File: src/rtl/rr_response_router_if.sv
// Handshake bundle between the PLM scheduler return path and the router:
// kernel grant tags, PLM read data, and per-consumer valid/ready responses.
interface rr_response_router_if #(
  parameter int VALUE_WIDTH = 8,
  parameter int NCONSUMERS  = 2,
  parameter int NBANKS      = 1,
  parameter int NPORTS      = 1
);
  localparam int NKERNELS = NBANKS * NPORTS;
  localparam int CID_W =
    (NCONSUMERS > 1) ? $clog2(NCONSUMERS) : 1;

  logic [NKERNELS-1:0]                  grant_valid;
  logic [NKERNELS-1:0][CID_W-1:0]       grant_cid;
  logic [NKERNELS-1:0][VALUE_WIDTH-1:0] plm_rdata;

  logic [NCONSUMERS-1:0]                  resp_valid;
  logic [NCONSUMERS-1:0][VALUE_WIDTH-1:0] resp_data;
  logic [NCONSUMERS-1:0]                  resp_ready;

  modport master (
    output grant_valid,
    output grant_cid,
    output plm_rdata,
    output resp_ready,
    input  resp_valid,
    input  resp_data
  );

  modport slave (
    input  grant_valid,
    input  grant_cid,
    input  plm_rdata,
    input  resp_ready,
    output resp_valid,
    output resp_data
  );
endinterface

File: src/rtl/rr_response_router.sv
// Routes PLM read data from each kernel back to the consumer owning the read.
// Ports: clk, reset (sync, active-high), bus (slave side of the
// rr_response_router_if), collision_err and overflow_err (sticky flags).
module rr_response_router #(
  parameter int VALUE_WIDTH = 8,
  parameter int NCONSUMERS  = 2,
  parameter int NBANKS      = 1,
  parameter int NPORTS      = 1,
  parameter int MEM_LATENCY = 1,
  parameter int RESP_DEPTH  = 4
) (
  input  logic clk,
  input  logic reset,
  rr_response_router_if.slave bus,
  output logic collision_err,
  output logic overflow_err
);
  localparam int NKERNELS = NBANKS * NPORTS;
  localparam int CID_W =
    (NCONSUMERS > 1) ? $clog2(NCONSUMERS) : 1;
  localparam int AW = $clog2(RESP_DEPTH);
  localparam int LAST = MEM_LATENCY - 1;

  localparam logic [CID_W:0] NCONS =
    (CID_W+1)'(NCONSUMERS);
  localparam logic [AW:0] FULLCNT =
    (AW+1)'(RESP_DEPTH);

  typedef logic [VALUE_WIDTH-1:0] word_t;
  typedef logic [CID_W-1:0]       cid_t;
  typedef logic [AW-1:0]          ptr_t;
  typedef logic [AW:0]            cnt_t;

  // Tag pipelines: one {valid,cid} shift chain per kernel,
  // the last stage lines up with plm_rdata.
  logic [MEM_LATENCY-1:0] tag_v [NKERNELS];
  cid_t tag_c [NKERNELS][MEM_LATENCY];

  always_ff @(posedge clk) begin
    for (int k = 0; k < NKERNELS; k++) begin
      tag_c[k][0] <= bus.grant_cid[k];
      for (int s = 1; s < MEM_LATENCY; s++) begin
        tag_c[k][s] <= tag_c[k][s-1];
      end
    end
    if (reset) begin
      for (int k = 0; k < NKERNELS; k++) begin
        tag_v[k] <= '0;
      end
    end else begin
      for (int k = 0; k < NKERNELS; k++) begin
        tag_v[k][0] <= bus.grant_valid[k];
        for (int s = 1; s < MEM_LATENCY; s++) begin
          tag_v[k][s] <= tag_v[k][s-1];
        end
      end
    end
  end

  // Return steering. Lowest kernel wins a consumer; any
  // loser or out-of-range cid is a collision.
  logic [NCONSUMERS-1:0] push_v;
  word_t                 push_d [NCONSUMERS];
  logic                  coll;

  always_comb begin
    push_v = '0;
    coll   = 1'b0;
    for (int c = 0; c < NCONSUMERS; c++) begin
      push_d[c] = '0;
    end
    for (int k = 0; k < NKERNELS; k++) begin
      if (tag_v[k][LAST]) begin
        if ({1'b0, tag_c[k][LAST]} >= NCONS) begin
          coll = 1'b1;
        end else if (push_v[tag_c[k][LAST]]) begin
          coll = 1'b1;
        end else begin
          push_v[tag_c[k][LAST]] = 1'b1;
          push_d[tag_c[k][LAST]] = bus.plm_rdata[k];
        end
      end
    end
  end

  // Per-consumer FWFT response FIFOs.
  word_t mem [NCONSUMERS][RESP_DEPTH];
  ptr_t  wp  [NCONSUMERS];
  ptr_t  rp  [NCONSUMERS];
  cnt_t  cnt [NCONSUMERS];

  logic [NCONSUMERS-1:0] nonempty;
  logic [NCONSUMERS-1:0] full;
  logic [NCONSUMERS-1:0] pop;
  logic [NCONSUMERS-1:0] acc;
  logic [NCONSUMERS-1:0] ovf;

  always_comb begin
    for (int c = 0; c < NCONSUMERS; c++) begin
      nonempty[c] = (cnt[c] != '0);
      full[c]     = (cnt[c] == FULLCNT);
      pop[c]      = nonempty[c] & bus.resp_ready[c];
      // A full FIFO can still take a push if it pops
      // in the same cycle.
      acc[c]      = push_v[c] & (~full[c] | pop[c]);
      ovf[c]      = push_v[c] & full[c] & ~pop[c];
    end
  end

  always_comb begin
    for (int c = 0; c < NCONSUMERS; c++) begin
      bus.resp_valid[c] = nonempty[c];
      bus.resp_data[c]  =
        nonempty[c] ? mem[c][rp[c]] : '0;
    end
  end

  always_ff @(posedge clk) begin
    if (reset) begin
      for (int c = 0; c < NCONSUMERS; c++) begin
        wp[c]  <= '0;
        rp[c]  <= '0;
        cnt[c] <= '0;
      end
      collision_err <= 1'b0;
      overflow_err  <= 1'b0;
    end else begin
      for (int c = 0; c < NCONSUMERS; c++) begin
        if (acc[c]) begin
          mem[c][wp[c]] <= push_d[c];
          wp[c]         <= wp[c] + 1'b1;
        end
        if (pop[c]) begin
          rp[c] <= rp[c] + 1'b1;
        end
        case ({acc[c], pop[c]})
          2'b10:   cnt[c] <= cnt[c] + 1'b1;
          2'b01:   cnt[c] <= cnt[c] - 1'b1;
          default: cnt[c] <= cnt[c];
        endcase
      end
      if (coll) begin
        collision_err <= 1'b1;
      end
      if (|ovf) begin
        overflow_err <= 1'b1;
      end
    end
  end
endmodule

File: src/flat_wrapper.sv
// flat-port wrapper written by rule: the top's interface ports become plain ports
module rr_response_router_flat 
#(
  parameter int VALUE_WIDTH = 8,
  parameter int NCONSUMERS  = 2,
  parameter int NBANKS      = 1,
  parameter int NPORTS      = 1,
  parameter int MEM_LATENCY = 1,
  parameter int RESP_DEPTH  = 4
)
  (clk, reset, collision_err, overflow_err, bus_grant_valid, bus_grant_cid, bus_plm_rdata, bus_resp_ready, bus_resp_valid, bus_resp_data);
  rr_response_router_if #(.VALUE_WIDTH(VALUE_WIDTH), .NCONSUMERS(NCONSUMERS), .NBANKS(NBANKS), .NPORTS(NPORTS)) bus_i ();
  input  logic clk;
  input  logic reset;
  output logic collision_err;
  output logic overflow_err;
  input wire logic [$bits(bus_i.grant_valid)-1:0] bus_grant_valid;
  input wire logic [$bits(bus_i.grant_cid)-1:0] bus_grant_cid;
  input wire logic [$bits(bus_i.plm_rdata)-1:0] bus_plm_rdata;
  input wire logic [$bits(bus_i.resp_ready)-1:0] bus_resp_ready;
  output wire logic [$bits(bus_i.resp_valid)-1:0] bus_resp_valid;
  output wire logic [$bits(bus_i.resp_data)-1:0] bus_resp_data;
  assign bus_i.grant_valid = bus_grant_valid;
  assign bus_i.grant_cid = bus_grant_cid;
  assign bus_i.plm_rdata = bus_plm_rdata;
  assign bus_i.resp_ready = bus_resp_ready;
  assign bus_resp_valid = bus_i.resp_valid;
  assign bus_resp_data = bus_i.resp_data;
  rr_response_router #(.VALUE_WIDTH(VALUE_WIDTH), .NCONSUMERS(NCONSUMERS), .NBANKS(NBANKS), .NPORTS(NPORTS), .MEM_LATENCY(MEM_LATENCY), .RESP_DEPTH(RESP_DEPTH)) u_core (.clk(clk), .reset(reset), .bus(bus_i), .collision_err(collision_err), .overflow_err(overflow_err));
endmodule
File: config.mk
export PLATFORM = sky130hd
export DESIGN_NAME = rr_response_router_flat
export DESIGN_NICKNAME = d
export VERILOG_FILES = /design/src/rtl/rr_response_router_if.sv /design/src/rtl/rr_response_router.sv /design/src/flat_wrapper.sv
export SDC_FILE = /design/constraint.sdc
export NUM_CORES = 1
export LEC_CHECK = 0
export ABC_AREA = 1
export ABC_CLOCK_PERIOD_IN_PS = 2500
export BUFFER_PORTS_ARGS = -buffer_cell sky130_fd_sc_hd__buf_2
export CORE_ASPECT_RATIO = 0.7
export CORE_UTILIZATION = 55
export DETAILED_ROUTE_END_ITERATION = 16
export GPL_ROUTABILITY_DRIVEN = 0
export PLACE_DENSITY = 0.8
export SLEW_MARGIN = 20
export SYNTH_ARGS = -nofsm -noshare
export SYNTH_HDL_FRONTEND = slang
export SYNTH_SLANG_ARGS = --single-unit
File: constraint.sdc
create_clock -name clk -period 2.5 [get_ports clk]
set_input_delay 0.25 -clock clk [delete_from_list [all_inputs] [get_ports clk]]
set_output_delay 0.25 -clock clk [all_outputs]
set_load 0.1 [all_outputs]
## Word level (Yosys, flattened, before mapping)

Memory sizes are Yosys's and may differ from the RTL's.
Cells that the tools add are included.
Widths: inputs -> output; s select.

| storage, ports and cells | value |
|---|---|
| register bits after elaboration | 2 |
| RAM bits | 80 |
| memories | 6 |

| cells by class | value |
|---|---|
| add/subtract/negate cells | 8 |
| order comparisons | 10 |
| eq/ne operators | 6 |
| mux-type cells | 73 |
| bitwise operators | 30 |
| reduce and logical (&&, ||, !) cells | 11 |

Memories:

| name | words | width | rd ports | clocked after Yosys merged registers in | write ports | RTL line | source |
|---|---|---|---|---|---|---|---|
| u_core.mem | 2 | 32 | 2 | 0 | 1 | rr_response_router.sv:87 | `word_t mem [NCONSUMERS][RESP_DEPTH];` |
| u_core.cnt | 2 | 3 | 2 | 0 | 2 | rr_response_router.sv:90 | `cnt_t cnt [NCONSUMERS];` |
| u_core.rp | 2 | 2 | 2 | 0 | 2 | rr_response_router.sv:89 | `ptr_t rp [NCONSUMERS];` |
| u_core.wp | 2 | 2 | 2 | 0 | 2 | rr_response_router.sv:88 | `ptr_t wp [NCONSUMERS];` |
| u_core.tag_c | 1 | 1 | 1 | 0 | 1 | rr_response_router.sv:37 | `cid_t tag_c [NKERNELS][MEM_LATENCY];` |
| u_core.tag_v | 1 | 1 | 1 | 0 | 1 | rr_response_router.sv:36 | `logic [MEM_LATENCY-1:0] tag_v [NKERNELS];` |

Operators with widths:

| cell | count |
|---|---|
| $mux 32 | 4 |
| $mux 8 | 9 |
| $mux 1 | 40 |
| $bmux 8 s2 | 2 |
| $demux 8 s2 | 2 |
| $mux 16 | 2 |
| $reduce_or 32->1 | 1 |
| $mux 3 | 6 |
| $and 16x16->16 | 1 |
| $ge 3x3->1 const B | 4 |
| $mux 2 | 6 |
| $not 2->3 | 4 |
| $or 1x1->1 | 12 |
| $add 2x1->2 const B | 4 |
| $and 1x1->1 | 8 |
| $demux 8 s1 | 1 |
| $add 3x1->3 const B | 2 |
| $eq 3x3->1 const B | 2 |
| $lt 3x1->1 const B | 2 |
| $reduce_bool 3->1 | 2 |
| $reduce_or 2->1 | 3 |
| $sub 3x1->3 const B | 2 |
| $eq 2x1->1 const B | 2 |
| $eq 2x2->1 const B | 2 |
| other kinds (9) | 15 |

## Logic depth before layout (Yosys ltp)

Gate-level depths: netlist (run 1).

| logic depth | value |
|---|---|
| depth in word-level cells | 14 |
| mapped depth | 11 |
| depth with buffers taken out | 11 |

## Least setup slack after synthesis (run 1)

Ideal clock, no wire load.

| timing path | value |
|---|---|
| path type | register to output |
| from | memory u_core.cnt[0][2] (netlist bit) |
| to | output bus_resp_data[0] |
| arrival time | 2.954 ns |
| path slack | -0.704 ns |
| stages on the path, launching flop included | 5 |
| path buffers | 0 |
| cells stage by stage | edfxtp_1 inv_1 nand2_1 inv_1 a21oi_1 |

RTL lines:

| what | RTL line | source |
|---|---|---|
| start: declaration | rr_response_router.sv:90 |  |
| end: declaration | flat_wrapper.sv:22 | `output wire logic [$bits(bus_i.resp_data)-1:0] bus_resp_data;` |

==> results of run 1 <==
==> placed cells by master, fill, tap and decap left out, drive strengths merged <==
cell	instances
or2	1
buf	44
bufinv	2
clkinvlp	2
nand3	7
dfxtp	3
nor2	101
dlygate4sd3	1
clkinv	1
conb	1
a21oi	23
a21boi	2
edfxtp	78
o21ai	37
ha	15
nand4	1
clkbuf	9
inv	47
nand2	18
xnor2	4
fa	1
xor2	2
==> flip-flops by register name, indices dropped and copies added (netlist names) <==
| register | count |
|---|---|
| u_core.cnt | 6 |
| u_core.tag_v | 1 |
| u_core.mem | 64 |
| u_core.wp | 4 |
| u_core.rp | 4 |
| u_core.tag_c | 1 |
| u_core.overflow_err | 1 |
==> stage by stage <==
| step | std cells | utilization [%] | hold WS, ns |
|---|---|---|---|
| 6_report | 491 | 67.2 | 0.0812 |
| 5_1_grt | 491 | 67.2 | 0.0815 |
| 4_1_cts | 489 | 66.6 | 0.0697 |
| 3_5_place_dp | 473 | 63.1 | 0.354 |
| 3_3_place_gp | 473 | 63.1 | 0.356 |
| 2_1_floorplan | 351 | - | 0.278 |
==> power groups by stage <==
stage               clock [W]  combinational [W]  sequential [W]
floorplan                   0            0.00122         0.00159
global placement            0            0.00133         0.00164
detailed placement          0            0.00135         0.00164
CTS                   0.00106            0.00136         0.00161
global route          0.00112            0.00150         0.00159
finish                0.00105            0.00142         0.00158
==> cells by family (layout without fill, tap and decap cells) <==
kind of cell,Yosys count,after routing,synth area share (%)
other,1,1,0.0988
xor gates and xnor gates,6,6,1.38
buffers and inverters,57,106,7.55
and+or+nand+nor,128,128,13.9
DFF,81,81,63.3
adders and majority gates,16,16,5.47
AOI/OAI and AO/OA,62,62,8.31
==> worst min path at each step <==
stage             startpoint              end  slack (ns)  depth (start not counted)
3_3_place_gp   bus_grant_cid  u_core.tag_c[0]        0.36                          1
4_1_cts                reset  u_core.tag_v[0]        0.07                          2
3_5_place_dp   bus_grant_cid  u_core.tag_c[0]        0.35                          1
2_1_floorplan  bus_grant_cid  u_core.tag_c[0]        0.28                          0
6_report               reset  u_core.tag_v[0]        0.08                          2
5_1_grt                reset  u_core.tag_v[0]        0.08                          2
==> what timing repair did <==
action,4_1_cts,5_1_grt
hold endpoints to repair,1,0
endpoints found under the setup margin,0,8
hold buffers,1,0
resized for setup,0,0
buffers inserted,0,2
==> layout make-up <==
cell class | instances | area, um^2 | area share [%]
multi-input cells | 213 | 1140 | 26.3
well taps | 91 | 114 | 2.62
inverters | 46 | 178 | 4.10
clock buffers | 9 | 124 | 2.86
clock inverters | 6 | 92.6 | 2.13
repair buffers | 45 | 285 | 6.58
flip-flops and latches | 81 | 2400 | 55.4
==> critical path, stage by stage, from the launching register on <==
cell      delay (ns)
edfxtp_1        0.46
buf_12          0.19
inv_4           0.15
o21ai_0         0.11
a21oi_1         0.22
buf_2           0.47
==> layer usage <==
metal | wire length (um) | vias to the layer above | global-route usage, %
met1 | 3250 | 1207 | 30.8
li1 | - | 1252 | -
met5 | 0 | - | 0
met2 | 3530 | 83 | 34.0
met4 | 140 | 0 | 8.53
met3 | 532 | 10 | 6.73
==> impl_metrics.xml, run 1 <==
<?xml version="1.0" encoding="UTF-8"?>
<metrics>
  <group name="route">
    <metric name="drt_iter0_drc" unit="">219</metric>
    <metric name="detail_route.first_pass.iterations" unit="">4</metric>
    <metric name="final_antenna_net_count" unit="">0</metric>
    <metric name="residual_drc" unit="">0</metric>
    <metric name="route.detailed.wl_per_inst" unit="um">15.2</metric>
    <metric name="route.vias.total" unit="">2552</metric>
    <metric name="detail_route.vias_per_cell" unit="">5.20</metric>
    <metric name="route.final.wire_length" unit="um">7450</metric>
  </group>
  <group name="worst_setup_path">
    <metric name="worst-path-max-fanout" unit="">18</metric>
    <metric name="reg2reg_depth" unit="">9</metric>
    <metric name="reg_to_reg_startpoint" unit="">u_core.cnt[1][0]</metric>
    <metric name="cp-endpoint" unit="">bus_resp_data[15]</metric>
    <metric name="crit_path_end_kind" unit="">primary output</metric>
    <metric name="r2r_end" unit="">u_core.cnt[1][2]</metric>
    <metric name="timing.critical_path.from_type" unit="">register</metric>
    <metric name="crit_arrival" unit="ns">1.96</metric>
    <metric name="worstPathRequired" unit="ns">2.25</metric>
    <metric name="worstSetupPathType" unit="">reg -&gt; out</metric>
    <metric name="r2r_slack" unit="ns">0.33</metric>
    <metric name="startpoint" unit="">u_core.rp[0][2]</metric>
  </group>
  <group name="synthesis">
    <metric name="synth-edff-count" unit="">78</metric>
    <metric name="post-synth-top-count-cell" unit="">nor2_1</metric>
    <metric name="syn_nets" unit="">381</metric>
    <metric name="netlist_top_cells_count" unit="">nor2_1, edfxtp_1, inv_1, a21oi_1, o21ai_0</metric>
    <metric name="area_share_of_the_largest_cell_type_after_synthesis" unit="%">61.7</metric>
    <metric name="mappedNetlistArea" unit="um^2">3790</metric>
    <metric name="unique_cell_type_count_in_the_yosys_netlist" unit="">26</metric>
    <metric name="postSynth.topFlopCell" unit="">edfxtp_1</metric>
    <metric name="ys_ff_latch" unit="">81</metric>
    <metric name="asyncSetResetFlopFracSynth" unit="%">0</metric>
    <metric name="synth_area_leaders" unit="">edfxtp_1, nor2_1, ha_1</metric>
    <metric name="yosysSeqAreaShare" unit="%">63.3</metric>
    <metric name="syn_avg_cell_area" unit="um^2">10.8</metric>
    <metric name="synth.largest_area_cell" unit="">edfxtp_1</metric>
    <metric name="synth_cells" unit="">351</metric>
    <metric name="synth_warnings" unit="">0</metric>
  </group>
  <group name="floorplan">
    <metric name="die-width" unit="um">101</metric>
    <metric name="die_h" unit="um">71.5</metric>
    <metric name="floorplan.rows" unit="">24</metric>
    <metric name="num_io_pins" unit="">34</metric>
    <metric name="initial_utilization" unit="%">58.8</metric>
    <metric name="die-area" unit="um^2">7240</metric>
    <metric name="core_ar" unit="um^2">6460</metric>
  </group>
  <group name="pwr">
    <metric name="power.combinational.fraction" unit="%">35.0</metric>
    <metric name="p_per_area" unit="nW/um^2">933</metric>
    <metric name="ir_drop" unit="uV">498</metric>
    <metric name="design_power_total" unit="W">0.00405</metric>
    <metric name="swShare" unit="%">40.9</metric>
    <metric name="pwr-share-clk" unit="%">26.0</metric>
    <metric name="p_switching" unit="W">0.00166</metric>
    <metric name="static-leakage-power" unit="nW">1.75</metric>
    <metric name="sequentialPowerShare" unit="%">39.0</metric>
    <metric name="p_int" unit="W">0.00239</metric>
  </group>
  <group name="finish">
    <metric name="insertedDiodeCount" unit="">0</metric>
    <metric name="layout.cell_area.non_filler" unit="um^2">4340</metric>
    <metric name="syn2layout_area_growth" unit="%">14.3</metric>
    <metric name="filler_cell_count" unit="">493</metric>
    <metric name="design.final.nets" unit="">426</metric>
    <metric name="proportion_of_layout_cells_with_a_drive_suffix_above_1" unit="%">20.3</metric>
  </group>
  <group name="sta">
    <metric name="min_period" unit="ns">2.21</metric>
    <metric name="setup_viol_count_final" unit="">0</metric>
    <metric name="finalHoldViolations" unit="">0</metric>
    <metric name="setup-tns-final" unit="ns">0</metric>
    <metric name="achievable-frequency" unit="MHz">453</metric>
    <metric name="max_clock_skew" unit="ns">0.00857</metric>
    <metric name="rsz0062_at_grt" unit="">false</metric>
    <metric name="final_min_period_over_clock_period" unit="%">88.3</metric>
    <metric name="worst_slack" unit="ns">0.292</metric>
    <metric name="final_max_slew_viol_count" unit="">0</metric>
  </group>
  <group name="job">
    <metric name="max-cap-violations" unit="">0</metric>
  </group>
  <group name="global_routing">
    <metric name="grt_use_total" unit="%">22.4</metric>
    <metric name="antenna_found_initial" unit="">0</metric>
    <metric name="first_global_vias" unit="">2424</metric>
    <metric name="grt_pass1_wl" unit="um">11700</metric>
    <metric name="grt_max_degree" unit="">20</metric>
    <metric name="global_route.overflow_total" unit="">0</metric>
  </group>
  <group name="placed_design">
    <metric name="place_area" unit="um^2">4070</metric>
    <metric name="post-dp-hpwl" unit="um">5010</metric>
    <metric name="port_buffers" unit="">32</metric>
    <metric name="post-place-ws" unit="ns">0.350</metric>
  </group>
  <group name="clocking">
    <metric name="cts_tree" unit="">built</metric>
    <metric name="cts_buffers" unit="">9</metric>
    <metric name="clock_latency_at_the_later_pin_of_the_worst_skew_pair" unit="ns">0.36</metric>
    <metric name="cts_root_buffer" unit="">clkbuf_8</metric>
    <metric name="clock_pin_slew_of_the_registers_on_the_worst_case_setup_and_hold_paths" unit="ns">0.08</metric>
    <metric name="max-clock-path-buffers" unit="">2</metric>
    <metric name="htree_levels" unit="">3</metric>
    <metric name="cts_sinks" unit="">81</metric>
  </group>
  <group name="min_path">
    <metric name="hp-class" unit="">in -&gt; reg</metric>
  </group>
  <group name="outcome">
    <metric name="run_status" unit="">completed</metric>
  </group>
</metrics>
(Power assumes the default switching activity.)
==> run 2, diff against run 1 <==
--- a/config.mk
+++ b/config.mk
@@ -6,7 +6,7 @@
 export NUM_CORES = 1
 export LEC_CHECK = 0
 export ABC_AREA = 1
-export ABC_CLOCK_PERIOD_IN_PS = 2500
+export ABC_CLOCK_PERIOD_IN_PS = 2100
 export BUFFER_PORTS_ARGS = -buffer_cell sky130_fd_sc_hd__buf_2
 export CORE_ASPECT_RATIO = 0.7
 export CORE_UTILIZATION = 55
==> constraint.sdc (replaced) <==
create_clock -name clk -period 2.1 [get_ports clk]
set_input_delay 0.21 -clock clk [delete_from_list [all_inputs] [get_ports clk]]
set_output_delay 0.21 -clock clk [all_outputs]
set_load 0.1 [all_outputs]
==> run 2 against run 1 <==
Against the previous run: register-to-register slack worse by 0.21 ns; core utilization up 6.7 points; wire length increased by 1.6%; combinational power grew 56%; first-iteration DRC count fell by 16%; non-clock buffer count is 11 higher; clock-buffer cell count up 1; die area unchanged; clock skew shrank 0.0015 ns; global-route usage is 1.3 points higher.
==> impl_metrics.xml, run 2 (synthesized netlist as in run 1, its figures left out) <==
<?xml version="1.0" encoding="UTF-8"?>
<metrics>
  <group name="worst_setup_path">
    <metric name="crit_path_end_kind" unit="">primary output</metric>
    <metric name="worstPathRequired" unit="ns">1.89</metric>
    <metric name="crit_path_top_delay_cell" unit="">edfxtp_1</metric>
    <metric name="worstSetupPathType" unit="">reg -&gt; out</metric>
    <metric name="timing.critical_path.from_type" unit="">register</metric>
    <metric name="cp_cell_sequence" unit="">buf_4 -&gt; inv_4 -&gt; o21ai_0 -&gt; a21oi_4 -&gt; buf_12</metric>
    <metric name="timing.critical_path.slowest_cell_delay" unit="ns">0.47</metric>
    <metric name="crit_arrival" unit="ns">1.78</metric>
    <metric name="worst-path-max-fanout" unit="">16</metric>
  </group>
  <group name="sta">
    <metric name="rsz0062_at_grt" unit="">true</metric>
    <metric name="min_period" unit="ns">1.99</metric>
    <metric name="finalHoldViolations" unit="">0</metric>
    <metric name="max_clock_skew" unit="ns">0.00711</metric>
    <metric name="final_max_slew_viol_count" unit="">0</metric>
    <metric name="setup-tns-final" unit="ns">0</metric>
    <metric name="setup_viol_count_final" unit="">0</metric>
    <metric name="hold-worst-slack" unit="ns">0.0575</metric>
    <metric name="final_min_period_over_clock_period" unit="%">94.6</metric>
    <metric name="worst_slack" unit="ns">0.113</metric>
    <metric name="achievable-frequency" unit="MHz">503</metric>
  </group>
  <group name="pwr">
    <metric name="p_per_area" unit="nW/um^2">1120</metric>
    <metric name="static-leakage-power" unit="nW">1.89</metric>
    <metric name="ir_drop" unit="uV">523</metric>
  </group>
  <group name="global_routing">
    <metric name="grt_max_degree" unit="">17</metric>
    <metric name="grt_use_total" unit="%">23.7</metric>
    <metric name="grt_pass1_wl" unit="um">12500</metric>
    <metric name="antenna_found_initial" unit="">0</metric>
    <metric name="global_route.overflow_total" unit="">0</metric>
    <metric name="first_global_vias" unit="">2589</metric>
  </group>
  <group name="route">
    <metric name="route.vias.total" unit="">2619</metric>
    <metric name="drt_iter0_drc" unit="">184</metric>
    <metric name="final_antenna_net_count" unit="">0</metric>
    <metric name="detail_route.first_pass.iterations" unit="">5</metric>
    <metric name="route.final.wire_length" unit="um">7560</metric>
    <metric name="top_layer_used" unit="">met4</metric>
    <metric name="wl_met2" unit="um">3670</metric>
    <metric name="residual_drc" unit="">0</metric>
    <metric name="met3_wl_post_dr" unit="um">552</metric>
    <metric name="detail_route.vias_per_cell" unit="">5.21</metric>
    <metric name="route.detailed.wl_per_inst" unit="um">15.0</metric>
    <metric name="drt_met1_wl" unit="um">3170</metric>
  </group>
  <group name="floorplan">
    <metric name="initial_utilization" unit="%">58.8</metric>
    <metric name="die-area" unit="um^2">7240</metric>
    <metric name="core_ar" unit="um^2">6460</metric>
    <metric name="num_io_pins" unit="">34</metric>
    <metric name="die-width" unit="um">101</metric>
    <metric name="floorplan.rows" unit="">24</metric>
    <metric name="die_h" unit="um">71.5</metric>
  </group>
  <group name="placed_design">
    <metric name="port_buffers" unit="">32</metric>
    <metric name="post-dp-hpwl" unit="um">5260</metric>
    <metric name="post-place-ws" unit="ns">0.00210</metric>
  </group>
  <group name="finish">
    <metric name="syn2layout_area_growth" unit="%">25.7</metric>
    <metric name="filler_cell_count" unit="">405</metric>
    <metric name="largest_reg_flops" unit="">64</metric>
    <metric name="proportion_of_layout_cells_with_a_drive_suffix_above_1" unit="%">25.5</metric>
    <metric name="design.final.nets" unit="">437</metric>
    <metric name="final_cell_mix" unit="">nor2_1, edfxtp_1, inv_1</metric>
    <metric name="insertedDiodeCount" unit="">0</metric>
    <metric name="layout_commonest_cell" unit="">nor2_1</metric>
  </group>
  <group name="clocking">
    <metric name="max-clock-path-buffers" unit="">2</metric>
    <metric name="cts_tree" unit="">built</metric>
    <metric name="cts_sinks" unit="">81</metric>
    <metric name="cts_buffers" unit="">9</metric>
    <metric name="htree_levels" unit="">3</metric>
    <metric name="clock_latency_at_the_later_pin_of_the_worst_skew_pair" unit="ns">0.35</metric>
    <metric name="clock_pin_slew_of_the_registers_on_the_worst_case_setup_and_hold_paths" unit="ns">0.08</metric>
    <metric name="cts_root_buffer" unit="">clkbuf_8</metric>
  </group>
  <group name="job">
    <metric name="max-cap-violations" unit="">0</metric>
  </group>
  <group name="outcome">
    <metric name="run_status" unit="">completed</metric>
  </group>
  <group name="min_path">
    <metric name="hp-class" unit="">in -&gt; reg</metric>
  </group>
</metrics>
[run 2: layout make-up]
type / count / area (um^2) / area share, %
multi-input cells: 213 / 1250 / 26.3
well taps: 91 / 114 / 2.39
repair buffers: 56 / 598 / 12.5
flip-flops and latches: 81 / 2400 / 50.4
inverters: 46 / 181 / 3.80
clock buffers: 10 / 128 / 2.68
clock inverters: 6 / 91.3 / 1.92
[run 2: stage by stage]
step                      std cells  util, %  area, um^2  power, W
after detailed placement        481     68.8        4440   0.00404
after global placement          481     68.8        4440   0.00400
after CTS                       499     72.8        4700   0.00529
after floorplan                 351        -        3920   0.00343
final                           503     73.9        4770   0.00534
after global routing            503     73.9        4770   0.00554
[run 2: final timing paths]
check | to | slack [ns] | from | cells past startpoint
hold / removal | u_core.tag_v[0] | 0.06 | bus_grant_valid | 3
setup / recovery | bus_resp_data[5] | 0.11 | u_core.rp[0][0] | 5
hold reg to reg | u_core.overflow_err | 0.55 | u_core.overflow_err | 4
setup reg to reg | u_core.cnt[0][2] | 0.12 | u_core.cnt[0][0] | 11
[run 2: worst max-delay path, delay by kind of cell, from the launching register on]
family,cells,cell delay [ns]
flops,1,0.47
buf+inv,3,0.51
compound gates,2,0.43
[run 2: timing repair]
| item | in CTS | in global routing |
|---|---|---|
| hold buffers | 1 | 0 |
| setup endpoints to repair | 6 | 19 |
| buffers inserted | 1 | 4 |
| gates resized for setup | 3 | 10 |
| hold endpoints to repair | 1 | 0 |
[run 2: power breakdown]
part           total [W]  internal [W]  leakage [nW]  switching (W)
sequential       0.00189       0.00183         0.764      0.0000539
combinational    0.00221      0.000743          1.02        0.00147
clock            0.00124      0.000676         0.111       0.000560
total            0.00534       0.00325          1.89        0.00208
[run 2: metal layers]
metal	global-route usage (%)	up-vias
met5	0	-
met4	10.3	0
met3	7.51	19
met2	36.5	110
li1	-	1277
met1	31.4	1213
